--- src/rtl/stream_pkg.sv ---
// stream_pkg: definitions shared by the stream multiplexer blocks.
//   MODE_FIXED / MODE_RR : encoding of the 'mode' input
//   ch_width()           : channel-index width for an N-channel block, at least 1
package stream_pkg;

    localparam logic MODE_FIXED = 1'b0;
    localparam logic MODE_RR    = 1'b1;

    // A single channel index bit is still needed when N = 2 (or below).
    function automatic int ch_width(input int n);
        return (n > 2) ? $clog2(n) : 1;
    endfunction

endpackage

--- src/rtl/rr_arbiter.sv ---
// rr_arbiter: purely combinational round-robin arbiter.
//   req   [N]  : request vector
//   ptr   [CW] : index of the most recent winner; the search starts at ptr+1
//   grant [N]  : one-hot grant of the first requester at or after ptr+1 in
//                ascending order, wrapping N-1 -> 0; all zero if nobody requests
module rr_arbiter
    import stream_pkg::*;
#(
    parameter  int N  = 4,
    localparam int CW = ch_width(N)
) (
    input  logic [N-1:0]  req,
    input  logic [CW-1:0] ptr,
    output logic [N-1:0]  grant
);

    // One extra bit so ptr + step (at most 2N-1) never overflows before the wrap.
    localparam int IW = CW + 1;

    always_comb begin
        logic [IW-1:0] idx;
        logic          found;
        // NOTE: every variable gets a value before any conditional code, so no
        // path through the block leaves one unassigned and no latch is inferred.
        grant = '0;
        found = 1'b0;
        idx   = '0;
        for (int s = 1; s <= N; s++) begin
            idx = {1'b0, ptr} + IW'(s);
            // Wrap by subtraction rather than by truncation so N need not be 2^k.
            if (idx >= IW'(N)) begin
                idx = idx - IW'(N);
            end
            if (!found && req[idx[CW-1:0]]) begin
                grant[idx[CW-1:0]] = 1'b1;
                found              = 1'b1;
            end
        end
    end

endmodule

--- src/rtl/stream_mux_rr.sv ---
// stream_mux_rr: N-channel, W-bit stream multiplexer with a registered output.
// Arbitration is either fixed (channel 'sel') or round-robin, chosen by 'mode'.
//   clk, rst_n             : clock, asynchronous active-low reset
//   in_data  [N*W]         : channel i data in bits [i*W +: W]
//   in_valid [N]           : per-channel valid
//   in_ready [N]           : per-channel ready, at most one bit high
//   mode                   : MODE_FIXED or MODE_RR
//   sel      [CW]          : fixed-mode channel; values >= N select nothing
//   out_data [W], out_ch [CW], out_valid, out_ready : output stream
module stream_mux_rr
    import stream_pkg::*;
#(
    parameter  int N  = 4,
    parameter  int W  = 8,
    localparam int CW = ch_width(N)
) (
    input  logic              clk,
    input  logic              rst_n,
    input  logic [N*W-1:0]    in_data,
    input  logic [N-1:0]      in_valid,
    output logic [N-1:0]      in_ready,
    input  logic              mode,
    input  logic [CW-1:0]     sel,
    output logic [W-1:0]      out_data,
    output logic [CW-1:0]     out_ch,
    output logic              out_valid,
    input  logic              out_ready
);

    logic [CW-1:0] ptr;
    logic [N-1:0]  rr_grant;
    logic [N-1:0]  fixed_grant;
    logic [N-1:0]  grant;
    logic [CW-1:0] grant_idx;
    logic          load;
    logic          take;

    rr_arbiter #(.N(N)) u_arb (
        .req   (in_valid),
        .ptr   (ptr),
        .grant (rr_grant)
    );

    always_comb begin
        fixed_grant = '0;
        if (int'(sel) < N) begin
            fixed_grant[sel] = in_valid[sel];
        end
    end

    assign grant = (mode == MODE_RR) ? rr_grant : fixed_grant;

    // The output register can take a word when it is empty or being drained.
    assign load = ~out_valid | out_ready;

    // rst_n gates ready so no producer sees a handshake while reset is held.
    assign in_ready = grant & {N{load & rst_n}};
    assign take     = |in_ready;

    always_comb begin
        grant_idx = '0;
        for (int i = 0; i < N; i++) begin
            if (grant[i]) begin
                grant_idx = CW'(i);
            end
        end
    end

    always_ff @(posedge clk or negedge rst_n) begin
        if (!rst_n) begin
            out_data  <= '0;
            out_ch    <= '0;
            out_valid <= 1'b0;
            // Last winner = N-1 makes the first round-robin search start at 0.
            ptr       <= CW'(N - 1);
        end else begin
            // NOTE: non-blocking assignments here so every register samples the
            // pre-edge values, independent of statement order.
            if (take) begin
                out_data  <= in_data[int'(grant_idx)*W +: W];
                out_ch    <= grant_idx;
                out_valid <= 1'b1;
                ptr       <= grant_idx;
            end else if (out_ready) begin
                out_valid <= 1'b0;
            end
        end
    end

endmodule

--- config.mk ---
export PLATFORM = sky130hd
export DESIGN_NAME = stream_mux_rr
export DESIGN_NICKNAME = d
export VERILOG_FILES = /design/src/rtl/stream_pkg.sv /design/src/rtl/rr_arbiter.sv /design/src/rtl/stream_mux_rr.sv
export SDC_FILE = /design/constraint.sdc
export NUM_CORES = 1
export LEC_CHECK = 0
export BUFFER_PORTS_ARGS = -buffer_cell sky130_fd_sc_hd__buf_2
export CAP_MARGIN = 0
export CELL_PAD_IN_SITES_DETAIL_PLACEMENT = 1
export CELL_PAD_IN_SITES_GLOBAL_PLACEMENT = 1
export CORE_ASPECT_RATIO = 2
export CORE_UTILIZATION = 36
export DETAILED_ROUTE_END_ITERATION = 7
export PLACE_DENSITY = 0.95
export SKIP_LAST_GASP = 1
export SYNTH_ARGS = -nofsm -noshare
export SYNTH_HDL_FRONTEND = slang
export SYNTH_HIERARCHICAL = 1
export SYNTH_SLANG_ARGS = --single-unit
--- constraint.sdc ---
create_clock -name clk -period 5.7 [get_ports clk]
set_input_delay 0.57 -clock clk [delete_from_list [all_inputs] [get_ports clk]]
set_output_delay 0.57 -clock clk [all_outputs]
set_load 0.05 [all_outputs]
### Word-level counts from Yosys, hierarchy flattened

Index checks and enable logic that the tools add are counted.

| operators by class | value |
|---|---|
| add/subtract/negate cells | 8 |
| multiply operators | 0 |
| div/mod/pow operators | 0 |
| order comparisons | 14 |
| equality and inequality tests | 0 |
| shifts and indexed selects | 1 |
| mux-type cells | 37 |
| bitwise operators | 8 |
| reduce and logical (&&, ||, !) cells | 13 |

Operators with widths:

| cell | number |
|---|---|
| 32-bit by 6-bit variable part select with 8-bit output | 1 |
| 4-bit two-way mux | 5 |
| 1-bit two-way mux | 16 |
| 2-bit by 3-bit < comparator with 1-bit output, second input constant | 5 |
| 3-bit greater-or-equal comparator, second input constant | 4 |
| 2-bit two-way mux | 6 |
| 4-bit bitwise OR | 3 |
| 1-bit binary-select mux with 2-bit select | 5 |
| 1-bit demux with 2-bit select | 5 |
| 2-bit by 1-bit greater-or-equal comparator with 1-bit output, second input constant | 5 |
| 4-bit bitwise AND | 2 |
| 1-bit logical AND | 8 |
| 2-bit by 1-bit subtractor with 2-bit output, second input constant | 4 |
| 2-bit by 2-bit adder with 3-bit output, second input constant | 2 |
| 4-bit OR reduction | 1 |
| 2-bit by 1-bit adder with 3-bit output, second input constant | 1 |
| 2-bit by 3-bit adder with 3-bit output, second input constant | 1 |
| 1-bit zero test | 3 |
| 2-bit nonzero test | 1 |
| 1-bit bitwise AND | 1 |
| 1-bit inverter | 1 |
| 1-bit bitwise OR | 1 |

| word-level totals | value |
|---|---|
| register bits | 13 |
| latch bits | 0 |
| memory bits (writable) | 0 |
| ROM bits | 0 |
| word-level logic and storage cells | 85 |
| memories kept | 0 |

### Depth between registers and ports, before layout

| logic depth | value |
|---|---|
| word-level depth | 20 |
| gate-level depth with buffers | 13 |
| depth with buffers taken out | 11 |

### By module

The synthesis kept the hierarchy.

Modules (own cells, without submodules):

| module | instances | cells an instance | area an instance (µm²) | seq. area each (µm²) |
|---|---|---|---|---|
| stream_mux_rr | 1 | 77 | 809.5 | 327.8 |
| rr_arbiter | 1 | 38 | 357.8 | 0.0 |

### Worst setup path after synthesis

OpenSTA, ideal clock, no wires.

| timing path | value |
|---|---|
| path kind | register -> output |
| start point | register ptr[0] |
| end point | output in_ready[1] |
| arrival time | 2.997 ns |
| slack | 2.133 ns |
| cell stages (with the launch flop) | 10 |
| cells stage by stage | dfstp_2 -> inv_1 -> ha_1 -> mux4_1 -> nor4b_4 -> nand2_1 -> o211ai_1 -> a32oi_2 -> buf_6 -> nor2_1 |

| on the way | value |
|---|---|
| longest elaborated chain between the ends | 17 |
| elaborated cells on any way between the ends | 62 |

RTL lines:

| item | line | text |
|---|---|---|
| start, declared | stream_mux_rr.sv:30 | `logic [CW-1:0] ptr;` |
| start signal, assigned | stream_mux_rr.sv:75 | `ptr <= CW'(N - 1);` |
| start signal, assigned | stream_mux_rr.sv:83 | `ptr <= grant_idx;` |
| branches (longest 14 deep; another with 2-bit by 1-bit adder with 3-bit output) | - |  |
| 4-bit two-way mux * | rr_arbiter.sv:34 | `if (!found && req[idx[CW-1:0]]) begin` |
| named net rr_grant[1] | stream_mux_rr.sv:31 | `logic [N-1:0] rr_grant;` |
| 4-bit two-way mux * | stream_mux_rr.sv:51 | `assign grant = (mode == MODE_RR) ? rr_grant : fixed_grant;` |
| 4-bit bitwise AND * | stream_mux_rr.sv:57 | `assign in_ready = grant & {N{load & rst_n}};` |
| end, declared | stream_mux_rr.sv:21 | `output logic [N-1:0] in_ready,` |

Mark *: on every way through the listed nets, which the timed path passes. The select of a mux whose other input is x is not followed.

### Worst setup path after layout

Ends and elaborated chain as after synthesis.

==> results.cfg <==
[global_route]
antenna_found_initial = 0
grt_pass1_vias = 1423
grt_usage = 0.248
grt_pass1_wl_um = 6420
grt_max_degree = 21
grt_overflow = 0

[timing]
fmax_mhz = 255
finalCritPeriodShare = 0.689
final-setup-viol-count = 0
setup_tns_ns = 0
skew_ns = 0.00524
rsz0062_at_grt = false
tightest_slew_ns = 0.818
hold_violations = 0
min_period_ns = 3.92
slew_headroom = 0.454
report.final.slew_viol_count = 0
fin_ws_ns = 1.78

[cts]
h-tree-depth = 1
worstSkewPairLatency_ns = 0.25
cts-root-buf = clkbuf_8
cts.reportedPaths.clkPinSlew_ns = 0.06
cts_resized = 0
cts-buffers-inserted = 3
post_cts_buffers = 0
cts.sinks = 13
clk_path_buf_depth = 2
cts_tree = built
cts_hold_buf = 0

[critical_path]
cp.arrival_ns = 3.35
worstSetupPathType = register to output pin
rrSetupSlack_ns = 1.92
crit_path_start = ptr[0]
crit_fanout = 11
r2r-end = out_data[5]
endpoint = in_ready[1]
r2r_start = ptr[0]
ff2ff_path_depth = 9
cp_data_required_time_ns = 5.13
startpoint_type = register
cp-end-kind = output pin

[synthesis]
synth_edf_count = 0
synthFlopType = dfrtp_1
ys_seq_area_frac = 0.281
synth-seq-cells = 13
yosysWarnings = 6
synthMostInstantiatedCell = nor2_1
yosysTopAreaCell = dfrtp_1
synth_top_area_share = 0.236
netlist_instances = 115
synthDistinctLibCells = 27
syn_nets = 165
syn-cell-area_mm2 = 0.00117
avgSynthCellArea_um2 = 10.2
synthTopCellsByArea = dfrtp_1, mux2_4, ha_1
ys_async_sr_fraction = 1.00
synth_top_cells_by_count = nor2_1, a21oi_1, dfrtp_1, nand2_1

[routing]
drcViolationCount = 0
first_iter_violations = 45
via_per_inst = 6.35
wirelength_um = 4270
drt_pass1_iterations = 6
vias = 1277
drt.antenna.violating_nets = 0
wl_per_cell_um = 21.2

[power]
power.leakage_uw = 0.000721
p_per_area_mw_per_mm2 = 658
peakVddDrop_v = 0.000349

[die]
die_w_um = 42.3
coreArea_mm2 = 0.00301
start_util = 0.387
io_pins = 57
core.rowCount = 28
die_y_um = 82.5
dieArea_mm2 = 0.00349

[placement]
place_ws_ns = 2.01
dp_hpwl_um = 3420
gp_congestion = 0.844
port_buffers = 56

[finish]
layout-drive-gt1-share = 0.456
fin_util = 0.496
layout.nets = 222
diodes = 0
syn_to_final_growth_pct = 28.1

[min_path]
hold_class = input pin to asynchronous set/reset pin

[run]
maxCapViolCount = 0

[outcome]
run_status = finished clean
critical path, stage by stage (launching register included):
cell,delay (ns)
dfstp_2,0.66
inv_1,0.14
ha_1,0.34
mux4_1,0.63
nand2_1,0.19
o211ai_1,0.13
a32oi_2,0.68
nor2_1,0.08
buf_2,0.24
flip-flops by register name, summed over array words and instances, names as in the netlist:
signal and cells:
out_data 8, ptr 2, out_valid 1, out_ch 2
per-stage QoR:
stage	instances	hold slack (ns)	area [um2]	total power [uW]
after floorplan	115	0.274	1170	723
after global placement	197	0.472	1450	853
after detailed placement	197	0.481	1450	885
after CTS	201	0.212	1500	981
after global routing	201	0.224	1500	1030
final	201	0.210	1500	984
worst min-delay path by stage:
stage | start | to | slack, ns | depth (start not counted)
after floorplan | rst_n | out_ch[0] | 0.27 | 0
after global placement | rst_n | out_data[3] | 0.47 | 1
after detailed placement | rst_n | out_data[4] | 0.48 | 1
after CTS | rst_n | out_data[4] | 0.21 | 1
after global routing | rst_n | out_data[1] | 0.22 | 1
final | rst_n | out_data[0] | 0.21 | 1
logic make-up after synthesis:
group / share of synthesized area
fa+ha+maj: 0.0857
flops: 0.281
simple gates: 0.146
compound gates: 0.238
buf+inv: 0.0632
mux: 0.186
power breakdown:
part           switching [uW]  internal [uW]  leakage [uW]
Clock                    37.6           48.4     0.0000255
Sequential               47.9            148      0.000146
Combinational             459            244      0.000550
Total                     544            440      0.000721
per-layer routing:
metal,vias up,GRT usage,part of all wire
met5,-,0,0
met4,0,0.244,0.096
met3,37,0.0239,0.058
met2,95,0.475,0.54
met1,596,0.210,0.31
li1,549,-,-
cell type report:
cell class | instances | area, um2
well taps | 30 | 37.5
inverters | 8 | 30.0
fillers | 379 | 1520
repair buffers | 57 | 288
clock buffers | 3 | 41.3
multi-input cells | 89 | 766
flip-flops and latches | 13 | 328
clock inverters | 1 | 5.00
cells in the final DEF, fill, tap and decap left out:
cell type	n
nand2b_1	1
buf_4	1
a41oi_1	1
o2bb2ai_1	2
o21ai_2	1
o211ai_1	5
a21oi_1	12
nand3_1	1
a32oi_1	1
buf_2	56
dfrtp_1	11
a222oi_1	8
clkinv_2	1
ha_1	8
clkbuf_8	3
mux2_4	8
mux4_2	2
nand2_1	10
mux4_1	2
nor4b_4	1
dfstp_2	2
nor2_4	1
o31a_2	1
o31ai_1	1
nor3b_1	4
nor2_1	15
a32oi_2	1
inv_1	8
o21a_1	3
Power figures use the tool's default switching activity.
